**config.mk**
```make
export PLATFORM = sky130hd
export DESIGN_NAME = regfile_port_arbiter
export DESIGN_NICKNAME = d
export VERILOG_FILES = /design/src/rtl/regfile_port_arbiter.sv
export SDC_FILE = /design/constraint.sdc
export NUM_CORES = 1
export LEC_CHECK = 0
export CORE_ASPECT_RATIO = 1.5
export CORE_MARGIN = 1
export CORE_UTILIZATION = 42
export CTS_CLUSTER_SIZE = 20
export DETAILED_ROUTE_END_ITERATION = 12
export PLACE_DENSITY = 0.86
export RECOVER_POWER = 25
export REMOVE_ABC_BUFFERS = 1
export SLEW_MARGIN = 30
export SYNTH_ARGS = -nofsm -noshare
export SYNTH_HDL_FRONTEND = slang
export SYNTH_SLANG_ARGS = --single-unit
```
**constraint.sdc**
```tcl
create_clock -name CLK -period 2.9 [get_ports CLK]
set_input_delay 0.435 -clock CLK [delete_from_list [all_inputs] [get_ports CLK]]
set_output_delay 0.435 -clock CLK [all_outputs]
set_load 0.02 [all_outputs]
```
**src/rtl/regfile_port_arbiter.sv**
```systemverilog
// Two-port register file access arbiter.
// Two requesters (0 = core, 1 = debug/IO) share one register file through a
// round-robin arbiter and a three-state sequencer (IDLE -> ACCESS -> DONE).
// A captured request is executed in ACCESS (gnt pulse, optional write strobe,
// read data sampled) and completed in DONE (ack pulse with rdata/err).
// Ports:
//   CLK, Reset            clock, asynchronous active-high reset
//   reqN/weN/addrN/wdataN request from requester N
//   gntN, ackN            one-cycle grant / completion pulses
//   rdata, err            shared read result and out-of-range flag
//   busy                  sequencer not idle
//   rf_sel, rf_rdata      register file read mux select / data
//   rf_we/rf_waddr/rf_wdata register file write port
module regfile_port_arbiter #(
  parameter int unsigned DATA_W = 16,
  parameter int unsigned NREGS  = 10,
  parameter int unsigned SEL_W  = 4
) (
  input  logic              CLK,
  input  logic              Reset,
  input  logic              req0,
  input  logic              req1,
  input  logic              we0,
  input  logic              we1,
  input  logic [SEL_W-1:0]  addr0,
  input  logic [SEL_W-1:0]  addr1,
  input  logic [DATA_W-1:0] wdata0,
  input  logic [DATA_W-1:0] wdata1,
  output logic              gnt0,
  output logic              gnt1,
  output logic              ack0,
  output logic              ack1,
  output logic [DATA_W-1:0] rdata,
  output logic              err,
  output logic              busy,
  output logic [SEL_W-1:0]  rf_sel,
  input  logic [DATA_W-1:0] rf_rdata,
  output logic              rf_we,
  output logic [SEL_W-1:0]  rf_waddr,
  output logic [DATA_W-1:0] rf_wdata
);

  typedef enum logic [1:0] {
    IDLE   = 2'd0,
    ACCESS = 2'd1,
    DONE   = 2'd2
  } state_t;

  state_t              state_q;
  logic                last1_q;      // 1: requester 1 was served last
  logic                gnt0_q, gnt1_q, ack0_q, ack1_q;
  logic [DATA_W-1:0]   rdata_q;
  logic                err_q;
  logic                busy_q;
  logic [SEL_W-1:0]    rf_sel_q, rf_waddr_q;
  logic                rf_we_q;
  logic [DATA_W-1:0]   rf_wdata_q;

  logic                win1_d;
  logic                cap_we_d;
  logic [SEL_W-1:0]    cap_addr_d;
  logic [DATA_W-1:0]   cap_wdata_d;

  function automatic logic in_range(input logic [SEL_W-1:0] a);
    return 32'(a) < 32'(NREGS);
  endfunction

  // Round-robin winner and its request fields, used only at the capture edge
  always_comb begin
    win1_d      = req1;
    if (req0 && req1) win1_d = ~last1_q;
    cap_we_d    = win1_d ? we1    : we0;
    cap_addr_d  = win1_d ? addr1  : addr0;
    cap_wdata_d = win1_d ? wdata1 : wdata0;
  end

  // Sequencer with all outputs registered
  always_ff @(posedge CLK or posedge Reset) begin
    if (Reset) begin
      state_q    <= IDLE;
      last1_q    <= 1'b1;
      gnt0_q     <= 1'b0;
      gnt1_q     <= 1'b0;
      ack0_q     <= 1'b0;
      ack1_q     <= 1'b0;
      rdata_q    <= '0;
      err_q      <= 1'b0;
      busy_q     <= 1'b0;
      rf_sel_q   <= '0;
      rf_we_q    <= 1'b0;
      rf_waddr_q <= '0;
      rf_wdata_q <= '0;
    end else begin
      case (state_q)
        IDLE: begin
          if (req0 || req1) begin
            state_q    <= ACCESS;
            busy_q     <= 1'b1;
            last1_q    <= win1_d;
            gnt0_q     <= ~win1_d;
            gnt1_q     <= win1_d;
            rf_sel_q   <= cap_addr_d;
            rf_waddr_q <= cap_addr_d;
            rf_wdata_q <= cap_wdata_d;
            rf_we_q    <= cap_we_d && in_range(cap_addr_d);
          end
        end
        ACCESS: begin
          state_q <= DONE;
          gnt0_q  <= 1'b0;
          gnt1_q  <= 1'b0;
          rf_we_q <= 1'b0;
          ack0_q  <= gnt0_q;
          ack1_q  <= gnt1_q;
          // rf_rdata still shows the pre-write contents at this edge
          if (in_range(rf_sel_q)) begin
            rdata_q <= rf_rdata;
            err_q   <= 1'b0;
          end else begin
            rdata_q <= '0;
            err_q   <= 1'b1;
          end
        end
        DONE: begin
          state_q <= IDLE;
          ack0_q  <= 1'b0;
          ack1_q  <= 1'b0;
          busy_q  <= 1'b0;
        end
        default: begin
          state_q <= IDLE;
          busy_q  <= 1'b0;
        end
      endcase
    end
  end

  assign gnt0     = gnt0_q;
  assign gnt1     = gnt1_q;
  assign ack0     = ack0_q;
  assign ack1     = ack1_q;
  assign rdata    = rdata_q;
  assign err      = err_q;
  assign busy     = busy_q;
  assign rf_sel   = rf_sel_q;
  assign rf_we    = rf_we_q;
  assign rf_waddr = rf_waddr_q;
  assign rf_wdata = rf_wdata_q;

endmodule

```
* Yosys cells after proc, flatten, opt, wreduce, memory -nomap -nowiden *
Index checks and enable logic that the tools add are counted.

storage, ports and cells
  register bits after elaboration = 46
  output and inout port bits = 47
  input bits = 62

cells by class
  muxes and demuxes = 18
  reduce and logical (&&, ||, !) cells = 9
  bitwise gates (word level) = 3
  eq/ne operators = 3
  $lt $le $gt $ge = 2

operators by type and width
  operator                                                               number
  16-bit 2-to-1 mux                                                      2
  1-bit case mux with 2 select lines                                     6
  4-bit < comparator, second input constant                              2
  1-bit 2-to-1 mux                                                       7
  2-bit AND reduction                                                    3
  4-bit 2-to-1 mux                                                       1
  2-bit case mux with 2 select lines                                     1
  2-bit nonzero test                                                     2
  1-bit inverter                                                         3
  2-bit by 1-bit equality test with 1-bit output, second input constant  1
  2-bit equality test, second input constant                             1
  1-bit logical AND                                                      2
  2-bit zero test                                                        1
  2-bit 2-to-1 mux                                                       1
  2-bit inequality test, second input constant                           1
  1-bit logical OR                                                       1

* Longest topological paths before layout *
  depth in word-level cells = 7
  gate-level depth with buffers = 7
  mapped depth without buffers = 5

* Worst setup path after synthesis *
OpenSTA, ideal clock, no wires.

  kind = register to register
  start = reg state_q[1]
  end = reg rdata_q[0], in the netlist rdata[0]
  slack = 1,514 ps
  path buffers = 1
  arrival = 1,320 ps
  stages on the path, launching flop included = 7
  library setup time = 66 ps
  path through = dfrtp_1 inv_1 ha_1 inv_2 nor2_2 buf_4 a22o_1

between the ends
  cells in the longest elaborated chain, start to end = 1

RTL lines
  item                                            RTL line  RTL
  from (decl)                                     49        state_t state_q;
  from (signal assigned)                          80        state_q <= IDLE;
  from (signal assigned)                          97        state_q <= ACCESS;
  from (signal assigned)                          109       state_q <= DONE;
  2-bit by 1-bit equality test with 1-bit output  94        case (state_q)
  to (signal assigned)                            117       rdata_q <= rf_rdata;
  to (decl)                                       52        logic [DATA_W-1:0] rdata_q;

Every way passes these cells.
A chain may end at the register's enable or synchronous reset.

==> results_dict.tcl <==
set metrics [dict create \
    status "finished, violations left" \
    failed_checks "capacitance limit, slew limit" \
    cp.arrival_ps 2130 \
    cts-root-buf "clkbuf_8" \
    synthesis.area_per_instance_um2 11.57 \
    period_minus_slack_ps 1986 \
    grt_start_max_net_pins 47 \
    area_added_between_synthesis_and_finish_pct 60.88 \
    grt_antenna_before_repair 0 \
    cts_tree "yes" \
    worst_setup_hold_path_clk_slew_ps 80 \
    placeableCoreArea_um2 4579 \
    ff2ff_setup_slack_ps 1060 \
    timing.max_cap.violations 1 \
    criticalPathCategory "in -> async" \
    drt_first_pass_iters 4 \
    totalPowerFinal_mw 3.528 \
    finalWirelength_um 4663 \
    synthesis.instances 175 \
    worstPathMaxFanout 46 \
    synth_area_um2 2024 \
    avgViaCountPerCell 4.942 \
    cts_hold_repair.buffers 0 \
    static-leakage-power_nw 1.404 \
    dominantRegCellSynth "dfrtp_1" \
    synth_most_common_cell "dfrtp_1" \
    detail_route.wl_per_cell_um 13.56 \
    h-tree-depth 2 \
    setup_viol 0 \
    clockBufferDepth 2 \
    netlist.top_cell.by_area "dfrtp_1" \
    timing_hold_violations_final 0 \
    post-cts-setup-buffers 0 \
    cts_sinks 46 \
    clock_insertion_delay_worst_skew_ps 290 \
    ir_drop_mv 0.6433 \
    synth.area.top_cells "dfrtp_1 56%, mux2i_1 10%, a22o_1 6.9%" \
    timing.critical_path.max_delay_family "buffers and inverters" \
    worst_slew_pin_slew_ps 1950 \
    crit_path_cell_trace "dlygate4sd3_1 > clkinvlp_2" \
    gpl.final_weighted_congestion 0.7194 \
    cts_inserted_buffers 5 \
    die_x_um 58.69 \
    io-pin-count 109 \
    pins_over_their_slew_limit 47 \
    ys_ff_latch 46 \
    crit_path_max_incr_delay_ps 1130 \
    detailroute.via_count 1700 \
    final_core_utilization_pct 71.12 \
    floorplan.initialDensity_pct 44.21 \
    slew-limit-headroom_pct -30.72 \
    post_synth_most_frequent_cells "45 x dfrtp_1, 23 x nand2_1, 21 x mux2i_1" \
    grt_overflow 0 \
    first_global_vias 1744 \
    row_count 30 \
    diodes_inserted 0 \
    rr_endpoint "rdata[14]$_DFFE_PP0P_" \
    post_route_cells_drive_above_1_share_pct 6.786 \
    synth_warnings 0 \
    r2r_depth 5 \
    whs_endpoint "rf_wdata[10]$_DFFE_PP0P_" \
    die-area_um2 5107 \
    place.detailed.hpwl_um 3545 \
    synth_cell_type_count 34 \
    synth_largest_type_area_fraction_pct 55.62 \
    fin_cells 344 \
    min_period_over_period_pct 68.49 \
    sequential_cell_area_fraction_in_the_yosys_report_pct 56.92 \
    skew_ps 4.015 \
    hold_path_startpoint "rf_wdata[10]$_DFFE_PP0P_" \
    portBuffers 108 \
    fmaxAchievable_mhz 503.5 \
    worstReg2RegStart "state_q[1]$_DFFE_PP0N_" \
    grt_usage_pct 19.74 \
    worst_setup_path_start_kind "input port" \
    wire_length_of_the_first_global_routing_pass_um 7603 \
    holdPathStages 2 \
    postSynth.asyncResetShare_pct 100.0 \
    ant_nets 0 \
    number_of_enable_type_register_cells_in_the_synthesized_netlist 0 \
    unrepaired_setup_endpoints_after_global_routing "no" \
    die_h_um 87.03 \
    timing.critical_path.buf_inv 2 \
    worst_path_max_delay_cell "clkinvlp_2" \
    detail_route.drc_violations 0 \
    cts_repair_resize_count 0 \
    power.density_cell_area_nw_per_um2 1083 \
    timing.hold.worst.class "reg -> reg" \
    net_count_of_the_finished_layout 344 \
    end_kind "async pin" \
    worst_ep_required_time_ps 3040 \
    dr_iter_0_viols 45 \
    placed_cells_incl_taps 336 \
]
## layer usage
layer  GRT usage (%)  routed length, µm  vias to the layer above  part of all wire (%)
met5               0                  0                        -                     0
met4           6.061                 46                        0                  0.99
met3           6.835                344                        6                   7.4
met2           36.47               2511                       72                    54
met1           20.50               1760                      794                    38
li1                -                  -                      828                     -
## registers in the layout (all words and copies together) (netlist names)
| register | cells |
|---|---|
| ack0 | 1 |
| rf_we | 1 |
| gnt0 | 1 |
| state_q | 2 |
| ack1 | 1 |
| rf_wdata | 16 |
| rdata | 16 |
| rf_waddr | 4 |
| err | 1 |
| gnt1 | 1 |
| last1_q | 1 |
| busy | 1 |
## cells by family after synthesis
group                      Yosys count  synth area share (%)
buffers and inverters               20                 5.809
muxes                               21                 10.38
and+or+nand+nor                     32                 6.552
DFF                                 46                 56.92
AOI/OAI and AO/OA                   53                 18.48
adders and majority gates            3                 1.854
## placed cells by master (no fill, tap or decap), drive strengths merged, types with 3 or more instances in the layout
master         count
clkbuf             6
mux2i             21
o21ai             24
ha                 3
inv                6
nor2               6
nand2             23
clkdlybuf4s50    107
dfrtp             45
a22o              17
## layout make-up
| class | instances | area (µm²) |
|---|---|---|
| Tap cell | 64 | 80.08 |
| Inverter | 7 | 27.53 |
| Clock inverter | 2 | 60.06 |
| Clock buffer | 6 | 82.58 |
| Sequential cell | 46 | 1152 |
| Multi-Input combinational cell | 109 | 758.2 |
| Timing Repair Buffer | 110 | 1096 |
| Fill cell | 372 | 1323 |
## power by group
group	total, mW	switching [mW]	internal, mW	leakage [nW]
Clock	0.572	0.205	0.367	0.0714
Sequential	1.13	0.177	0.948	0.573
Combinational	1.83	0.936	0.895	0.760
Total	3.53	1.32	2.21	1.40
## how the worst max path moves through the flow
stage,from,end,slack (ps),depth (start not counted)
final,Reset,rf_wdata[10]$_DFFE_PP0P_,910,2
after global routing,Reset,gnt0$_DFFE_PP0P_,510,2
after floorplan,req1,rf_wdata[11]$_DFFE_PP0P_,-170,2
after CTS,state_q[1]$_DFFE_PP0N_,rdata[6]$_DFFE_PP0P_,1050,5
after detailed placement,req1,rf_wdata[15]$_DFFE_PP0P_,750,5
after global placement,req1,rf_wdata[15]$_DFFE_PP0P_,810,5
## stage by stage
stage | hold WS (ps) | setup TNS, ps | instance area, µm² | worst slack, ps
2_1_floorplan | 508.0 | -1558 | 1933 | -174.4
3_3_place_gp | 461.3 | 0 | 3113 | 807.5
3_5_place_dp | 473.6 | 0 | 3113 | 749.1
4_1_cts | 487.2 | 0 | 3256 | 1049
5_1_grt | 504.6 | 0 | 3257 | 514.0
6_report | 484.2 | 0 | 3257 | 913.9
(Power assumes the default switching activity.)
